<file path="config.mk">
export PLATFORM = sky130hd
export DESIGN_NAME = sha256_host_ctrl_flat
export DESIGN_NICKNAME = d
export VERILOG_FILES = /design/src/rtl/sha256_host_ctrl_pkg.sv /design/src/rtl/sha256_host_ctrl_if.sv /design/src/rtl/sha256_host_ctrl.sv /design/src/flat_wrapper.sv
export SDC_FILE = /design/constraint.sdc
export NUM_CORES = 1
export LEC_CHECK = 0
export ABC_AREA = 1
export CORE_ASPECT_RATIO = 0.6
export CORE_MARGIN = 5
export CORE_UTILIZATION = 44
export DETAILED_ROUTE_END_ITERATION = 12
export GPL_TIMING_DRIVEN = 0
export HOLD_SLACK_MARGIN = 0.02
export MAX_ROUTING_LAYER = met4
export PLACE_DENSITY = 0.91
export SLEW_MARGIN = 20
export SYNTH_ARGS = -nofsm -noshare
export SYNTH_HDL_FRONTEND = slang
export SYNTH_SLANG_ARGS = --single-unit
</file>
<file path="constraint.sdc">
create_clock -name clk -period 2.45 [get_ports clk]
set_clock_uncertainty 0.1 [all_clocks]
set_input_delay 0.6125 -clock clk [delete_from_list [all_inputs] [get_ports clk]]
set_output_delay 0.6125 -clock clk [all_outputs]
set_load 0.01 [all_outputs]
</file>
<file path="src/rtl/sha256_host_ctrl_pkg.sv">
// Shared types and default constants for the SHA-256 host controller.
// Optional watchdog is enabled by defining SHA_CTRL_TIMEOUT_EN.
package sha256_ctrl_pkg;

  typedef logic [31:0] word_t;

  typedef enum logic [2:0] {
    IDLE      = 3'd0,
    LOAD      = 3'd1,
    START     = 3'd2,
    WAIT_BUSY = 3'd3,
    WAIT_DONE = 3'd4,
    FETCH     = 3'd5,
    RDWAIT    = 3'd6,
    DRAIN     = 3'd7
  } state_t;

  localparam logic [15:0] DEF_MSG_BASE = 16'h0000;
  localparam logic [15:0] DEF_OUT_BASE = 16'h0100;

endpackage

</file>
<file path="src/rtl/sha256_host_ctrl_if.sv">
// Message-in / hash-out valid/ready streams of the SHA-256 host controller.
// "slave" is the controller side, "master" is the producer/consumer side.
interface sha256_host_ctrl_if;
  import sha256_ctrl_pkg::*;

  logic  in_valid;
  logic  in_ready;
  word_t in_data;
  logic  out_valid;
  logic  out_ready;
  word_t out_data;

  modport slave (
    input  in_valid, in_data, out_ready,
    output in_ready, out_valid, out_data
  );

  modport master (
    output in_valid, in_data, out_ready,
    input  in_ready, out_valid, out_data
  );

endinterface

</file>
<file path="src/rtl/sha256_host_ctrl.sv">
// Host-side driver for simplified_sha256: loads the message into shared
// word memory, kicks the hasher, waits for it and streams the hash back.
// Define SHA_CTRL_TIMEOUT_EN to add a sticky watchdog on the hasher wait.
//
// state     | meaning
// IDLE      | ready for the first message word
// LOAD      | writing the remaining message words
// START     | last write lands; hand memory to hasher, pulse start
// WAIT_BUSY | waiting for hasher to drop done
// WAIT_DONE | waiting for hasher to raise done again
// FETCH     | hash word address on the memory port
// RDWAIT    | read data arriving, capture into out_data
// DRAIN     | holding out_data until the consumer takes it
module sha256_host_ctrl
  import sha256_ctrl_pkg::*;
#(
  parameter int          NUM_OF_WORDS = 20,
  parameter int          HASH_WORDS   = 8,
  parameter logic [15:0] MSG_BASE     = DEF_MSG_BASE,
  parameter logic [15:0] OUT_BASE     = DEF_OUT_BASE
`ifdef SHA_CTRL_TIMEOUT_EN
  , parameter int        TIMEOUT_CYCLES = 4096
`endif
) (
  input  logic                      clk,
  input  logic                      reset_n,
  sha256_host_ctrl_if.slave         strm,
  output logic                      core_start,
  input  logic                      core_done,
  output logic [15:0]               message_addr,
  output logic [15:0]               output_addr,
  output logic                      mem_grant,
  output logic                      mem_we,
  output logic [15:0]               mem_addr,
  output word_t                     mem_write_data,
  input  word_t                     mem_read_data,
  output logic                      busy,
  output logic                      error
);

  localparam int CNT_MAX = (NUM_OF_WORDS > HASH_WORDS) ? NUM_OF_WORDS : HASH_WORDS;
  localparam int CW      = $clog2(CNT_MAX) + 1;
  localparam logic [CW-1:0] LAST_MSG  = CW'(NUM_OF_WORDS - 1);
  localparam logic [CW-1:0] LAST_HASH = CW'(HASH_WORDS - 1);

  state_t        state;
  logic [CW-1:0] cnt;
  logic          in_ready_q;
  logic          out_valid_q;
  word_t         out_data_q;

`ifdef SHA_CTRL_TIMEOUT_EN
  localparam int WDW = $clog2(TIMEOUT_CYCLES);
  localparam logic [WDW-1:0] WD_LAST = WDW'(TIMEOUT_CYCLES - 1);
  logic [WDW-1:0] wd_cnt;
  logic           error_q;
  assign error = error_q;
`else
  assign error = 1'b0;
`endif

  assign message_addr  = MSG_BASE;
  assign output_addr   = OUT_BASE;
  assign busy          = (state != IDLE);
  assign strm.in_ready  = in_ready_q;
  assign strm.out_valid = out_valid_q;
  assign strm.out_data  = out_data_q;

  // Job sequencer: all outputs registered; mem_we and core_start default low each cycle.
  always_ff @(posedge clk) begin
    if (!reset_n) begin
      state          <= IDLE;
      cnt            <= '0;
      in_ready_q     <= 1'b0;
      out_valid_q    <= 1'b0;
      out_data_q     <= '0;
      core_start     <= 1'b0;
      mem_we         <= 1'b0;
      mem_addr       <= '0;
      mem_write_data <= '0;
      mem_grant      <= 1'b1;
`ifdef SHA_CTRL_TIMEOUT_EN
      wd_cnt         <= '0;
      error_q        <= 1'b0;
`endif
    end else begin
      core_start <= 1'b0;
      mem_we     <= 1'b0;
      case (state)
        IDLE: begin
          in_ready_q <= 1'b1;
          if (strm.in_valid && in_ready_q) begin
            mem_we         <= 1'b1;
            mem_addr       <= MSG_BASE;
            mem_write_data <= strm.in_data;
            cnt            <= CW'(1);
            state          <= LOAD;
          end
        end
        LOAD: begin
          if (strm.in_valid && in_ready_q) begin
            mem_we         <= 1'b1;
            mem_addr       <= MSG_BASE + 16'(cnt);
            mem_write_data <= strm.in_data;
            cnt            <= cnt + 1'b1;
            if (cnt == LAST_MSG) begin
              in_ready_q <= 1'b0;
              state      <= START;
            end
          end
        end
        // The final message write is on the bus during this cycle, so the
        // memory is handed over only at its end.
        START: begin
          mem_grant  <= 1'b0;
          core_start <= 1'b1;
          state      <= WAIT_BUSY;
`ifdef SHA_CTRL_TIMEOUT_EN
          wd_cnt     <= '0;
`endif
        end
        WAIT_BUSY: begin
          if (!core_done) state <= WAIT_DONE;
        end
        // Address goes out on entry so FETCH carries it and RDWAIT sees data.
        WAIT_DONE: begin
          if (core_done) begin
            mem_grant <= 1'b1;
            cnt       <= '0;
            mem_addr  <= OUT_BASE;
            state     <= FETCH;
          end
        end
        FETCH: begin
          state <= RDWAIT;
        end
        RDWAIT: begin
          out_data_q  <= mem_read_data;
          out_valid_q <= 1'b1;
          state       <= DRAIN;
        end
        DRAIN: begin
          if (strm.out_ready) begin
            out_valid_q <= 1'b0;
            cnt         <= cnt + 1'b1;
            if (cnt == LAST_HASH) begin
              in_ready_q <= 1'b1;
              state      <= IDLE;
            end else begin
              mem_addr <= OUT_BASE + 16'(cnt + 1'b1);
              state    <= FETCH;
            end
          end
        end
        default: state <= IDLE;
      endcase
`ifdef SHA_CTRL_TIMEOUT_EN
      // Watchdog overrides the wait states: abandon the job, reclaim memory.
      if (state == WAIT_BUSY || state == WAIT_DONE) begin
        if (wd_cnt == WD_LAST) begin
          error_q    <= 1'b1;
          mem_grant  <= 1'b1;
          in_ready_q <= 1'b1;
          state      <= IDLE;
        end else begin
          wd_cnt <= wd_cnt + 1'b1;
        end
      end
`endif
    end
  end

endmodule
</file>
<file path="src/flat_wrapper.sv">
// flat-port wrapper written by rule: the top's interface ports become plain ports
module sha256_host_ctrl_flat import sha256_ctrl_pkg::*;
#(
  parameter int          NUM_OF_WORDS = 20,
  parameter int          HASH_WORDS   = 8,
  parameter logic [15:0] MSG_BASE     = DEF_MSG_BASE,
  parameter logic [15:0] OUT_BASE     = DEF_OUT_BASE

)
  (clk, reset_n, core_start, core_done, message_addr, output_addr, mem_grant, mem_we, mem_addr, mem_write_data, mem_read_data, busy, error, strm_in_valid, strm_in_data, strm_out_ready, strm_in_ready, strm_out_valid, strm_out_data);
  sha256_host_ctrl_if strm_i ();
  input  logic clk;
  input  logic reset_n;
  output logic core_start;
  input  logic core_done;
  output logic [15:0] message_addr;
  output logic [15:0] output_addr;
  output logic mem_grant;
  output logic mem_we;
  output logic [15:0] mem_addr;
  output word_t mem_write_data;
  input  word_t mem_read_data;
  output logic busy;
  output logic error;
  input wire logic [$bits(strm_i.in_valid)-1:0] strm_in_valid;
  input wire logic [$bits(strm_i.in_data)-1:0] strm_in_data;
  input wire logic [$bits(strm_i.out_ready)-1:0] strm_out_ready;
  output wire logic [$bits(strm_i.in_ready)-1:0] strm_in_ready;
  output wire logic [$bits(strm_i.out_valid)-1:0] strm_out_valid;
  output wire logic [$bits(strm_i.out_data)-1:0] strm_out_data;
  assign strm_i.in_valid = strm_in_valid;
  assign strm_i.in_data = strm_in_data;
  assign strm_i.out_ready = strm_out_ready;
  assign strm_in_ready = strm_i.in_ready;
  assign strm_out_valid = strm_i.out_valid;
  assign strm_out_data = strm_i.out_data;
  sha256_host_ctrl #(.NUM_OF_WORDS(NUM_OF_WORDS), .HASH_WORDS(HASH_WORDS), .MSG_BASE(MSG_BASE), .OUT_BASE(OUT_BASE)) u_core (.clk(clk), .reset_n(reset_n), .strm(strm_i), .core_start(core_start), .core_done(core_done), .message_addr(message_addr), .output_addr(output_addr), .mem_grant(mem_grant), .mem_we(mem_we), .mem_addr(mem_addr), .mem_write_data(mem_write_data), .mem_read_data(mem_read_data), .busy(busy), .error(error));
endmodule
</file>
==> metrics <==
max_cap viols 0; worst hold start u_core.strm.out_data[14]; WHS 342 ps; Met2 Wirelength 5190 µm; # IOs 188; most frequent cells in the layout 145 x clkdlybuf4s50_1, 90 x nor2_1, 86 x dfxtp_1; sequential share of power 35.9%; met3 wire length 1190 µm; GRT Overall Usage 21.0%; critical path class flop to output port; Iter 0 DRT Violations 193; WP data arrival 1620 ps; GPL Wtd Cong 0.954; Final Hold Fails 0; CP peak stage delay 470 ps; Critical Path Source u_core.state[2]; first-pass GRT wire length 17400 µm; sequential fraction of the synthesis area 44.8%; PwrDens 818 nW/µm²; status completed; Max VDD drop 645 µV; depth of the CTS H-tree 3; DR vias/cell 4.69; Tot Pwr 4.80 mW; Final Core Density 68.8%; CTS Hold Buffers Added 0; Critical Path End Type output port; Netlist cell types 32; Crit Path Max Fanout 8; Yosys top cell area share 44.8%; fin area 5870 µm²; Slew Viols, Final 0; CTS tree yes; core area 8520 µm²; Routed wire per std cell 13.8 µm; Synth Cell Area 3840 µm²; Skew-Pair Late Insertion Delay 330 ps; Clock Sinks 86; TritonRoute pass-1 iters 5; biggest area consumer among synthesized cells dfxtp_1; number of fill cells 705; met1 wire length 4640 µm; Top Metal Used met4; register area 1720 µm²; area post-placement 5580 µm²; RSZ-0062 raised after global routing no; Hold Crit Class flop to flop; placed wire-length estimate 8860 µm; Comb pwr share 36.3%; ratio of cells with drive above 1 in the final layout 13.9%; Sum Neg Setup Slack 0 ps; clock share of power 27.8%; Psw 1.60 mW; #FFs+latches synth 86; WL final 11200 µm; leakage 2.44 nW; setup slack at placement 213 ps; Vias 3807; Chip Width 131 µm; Critical Path RT 1740 ps; min setup slack post-route 114 ps; most common cell after layout, fill and taps aside clkdlybuf4s50_1; post-CTS setup buffers 0; Area Overhead vs Synth 52.7%; CP cell instances buf_6, inv_6, nand2_8, nor2_1, inv_1, clkdlybuf4s50_1; Cell Rows 26; # diodes 0; non-filler cells in the finished layout 811; DIE HEIGHT 82.4 µm; Avg Inst Size Synth 7.67 µm²; Synth Warn # 0; final worst path period need 2340 ps; internal cell power 3.20 mW; Multi-input gate area 1620 µm²; post-CTS sizing 0; Longest Clk Path Bufs 2; largest net degree at the start of global routing 14; Final period util 95.4%; Initial Utilization 45.1%; FF-to-FF Start u_core.cnt[0]; main area contributors after synthesis dfxtp_1 45%, o21ai_0 9.6%, nor2_1 8.8%; total gr overflow 0; root buf cell clkbuf_16; initial antenna violation count 0; die area 10800 µm²; final antenna-violating net count 0; highest clock rate 428 MHz; clock-pin slew on the worst setup and hold paths 60 ps; CTS Buf Count 9; slowest library cell on the worst path clkdlybuf4s50_1; nets 766; Sw Ratio 33.3%; Inst Count DP 797; vias in the first global route 3657; port bufs 145; final setup vio count 0; Syn Inst Count 501; crit path launch type flop; DRC errors left 0
==> registers in the layout, summed over array words and instances, names as in the netlist <==
signal and flops:
u_core.cnt 6, u_core.core_start 1, u_core.mem_addr 8, u_core.mem_grant 1, u_core.mem_we 1, u_core.mem_write_data 32, u_core.state 3, u_core.strm.in_ready 1
u_core.strm.out_data 32, u_core.strm.out_valid 1
==> logic make-up (layout without fill, tap and decap cells) <==
| logic type | count (synthesis) | after routing | synth area share (%) |
|---|---|---|---|
| buffers and inverters | 117 | 276 | 16.9 |
| and+or+nand+nor | 167 | 167 | 20.3 |
| xor gates and xnor gates | 2 | 2 | 0.456 |
| other | 2 | 41 | 0.195 |
| AOI/OAI and AO/OA | 126 | 126 | 17.0 |
| DFF | 86 | 86 | 44.8 |
| adders and majority gates | 1 | 1 | 0.326 |
==> cell type report <==
type	count	area share (%)
flip-flops and latches	86	29.3
multi-input cells	337	27.6
inverters	51	3.43
plain buffers	66	7.63
repair buffers	145	24.7
clock buffers	10	4.07
clock inverters	4	0.832
well taps	112	2.39
==> path summary, 6_finish.rpt <==
| path | endpoint | slack (ps) | depth (start not counted) |
|---|---|---|---|
| setup reg to reg | u_core.mem_addr[1] | 850 | 7 |
| hold reg to reg | u_core.strm.out_data[14] | 340 | 2 |
| hold / removal | u_core.strm.out_data[14] | 340 | 2 |
| setup / recovery | busy | 110 | 6 |
==> power by group through the flow <==
stage,Clock (mW),Sequential [mW],Combinational (mW)
2_1_floorplan,0,1.82,0.939
3_3_place_gp,0,1.74,1.68
3_5_place_dp,0,1.75,1.72
4_1_cts,1.36,1.73,1.73
5_1_grt,1.42,1.75,1.90
6_report,1.33,1.73,1.74
==> per-layer routing <==
| layer | vias to the layer above | global-route usage (%) |
|---|---|---|
| met5 | - | - |
| met4 | 0 | 5.85 |
| met3 | 13 | 7.33 |
| met2 | 179 | 33.2 |
| met1 | 1707 | 25.8 |
| li1 | 1908 | - |
==> worst max-delay path, delay by kind of cell, from the launching register on <==
family	cells	cell delay [ps]
buffers and inverters	4	760
flip-flops	1	310
AND/OR/NAND/NOR	2	230
==> Yosys cell counts, drive strengths merged <==
| cell type | number |
|---|---|
| ha | 1 |
| a21oi | 45 |
| o21ai | 77 |
| conb | 2 |
| o22ai | 2 |
| a22o | 1 |
| o21a | 1 |
| xor2 | 1 |
| xnor2 | 1 |
| dfxtp | 86 |
| nor2 | 98 |
| nand4 | 3 |
| inv | 51 |
| clkbuf | 10 |
| nand2 | 50 |
| nor3 | 2 |
| buf | 56 |
| nand3 | 14 |
Power figures use the tool's default switching activity.
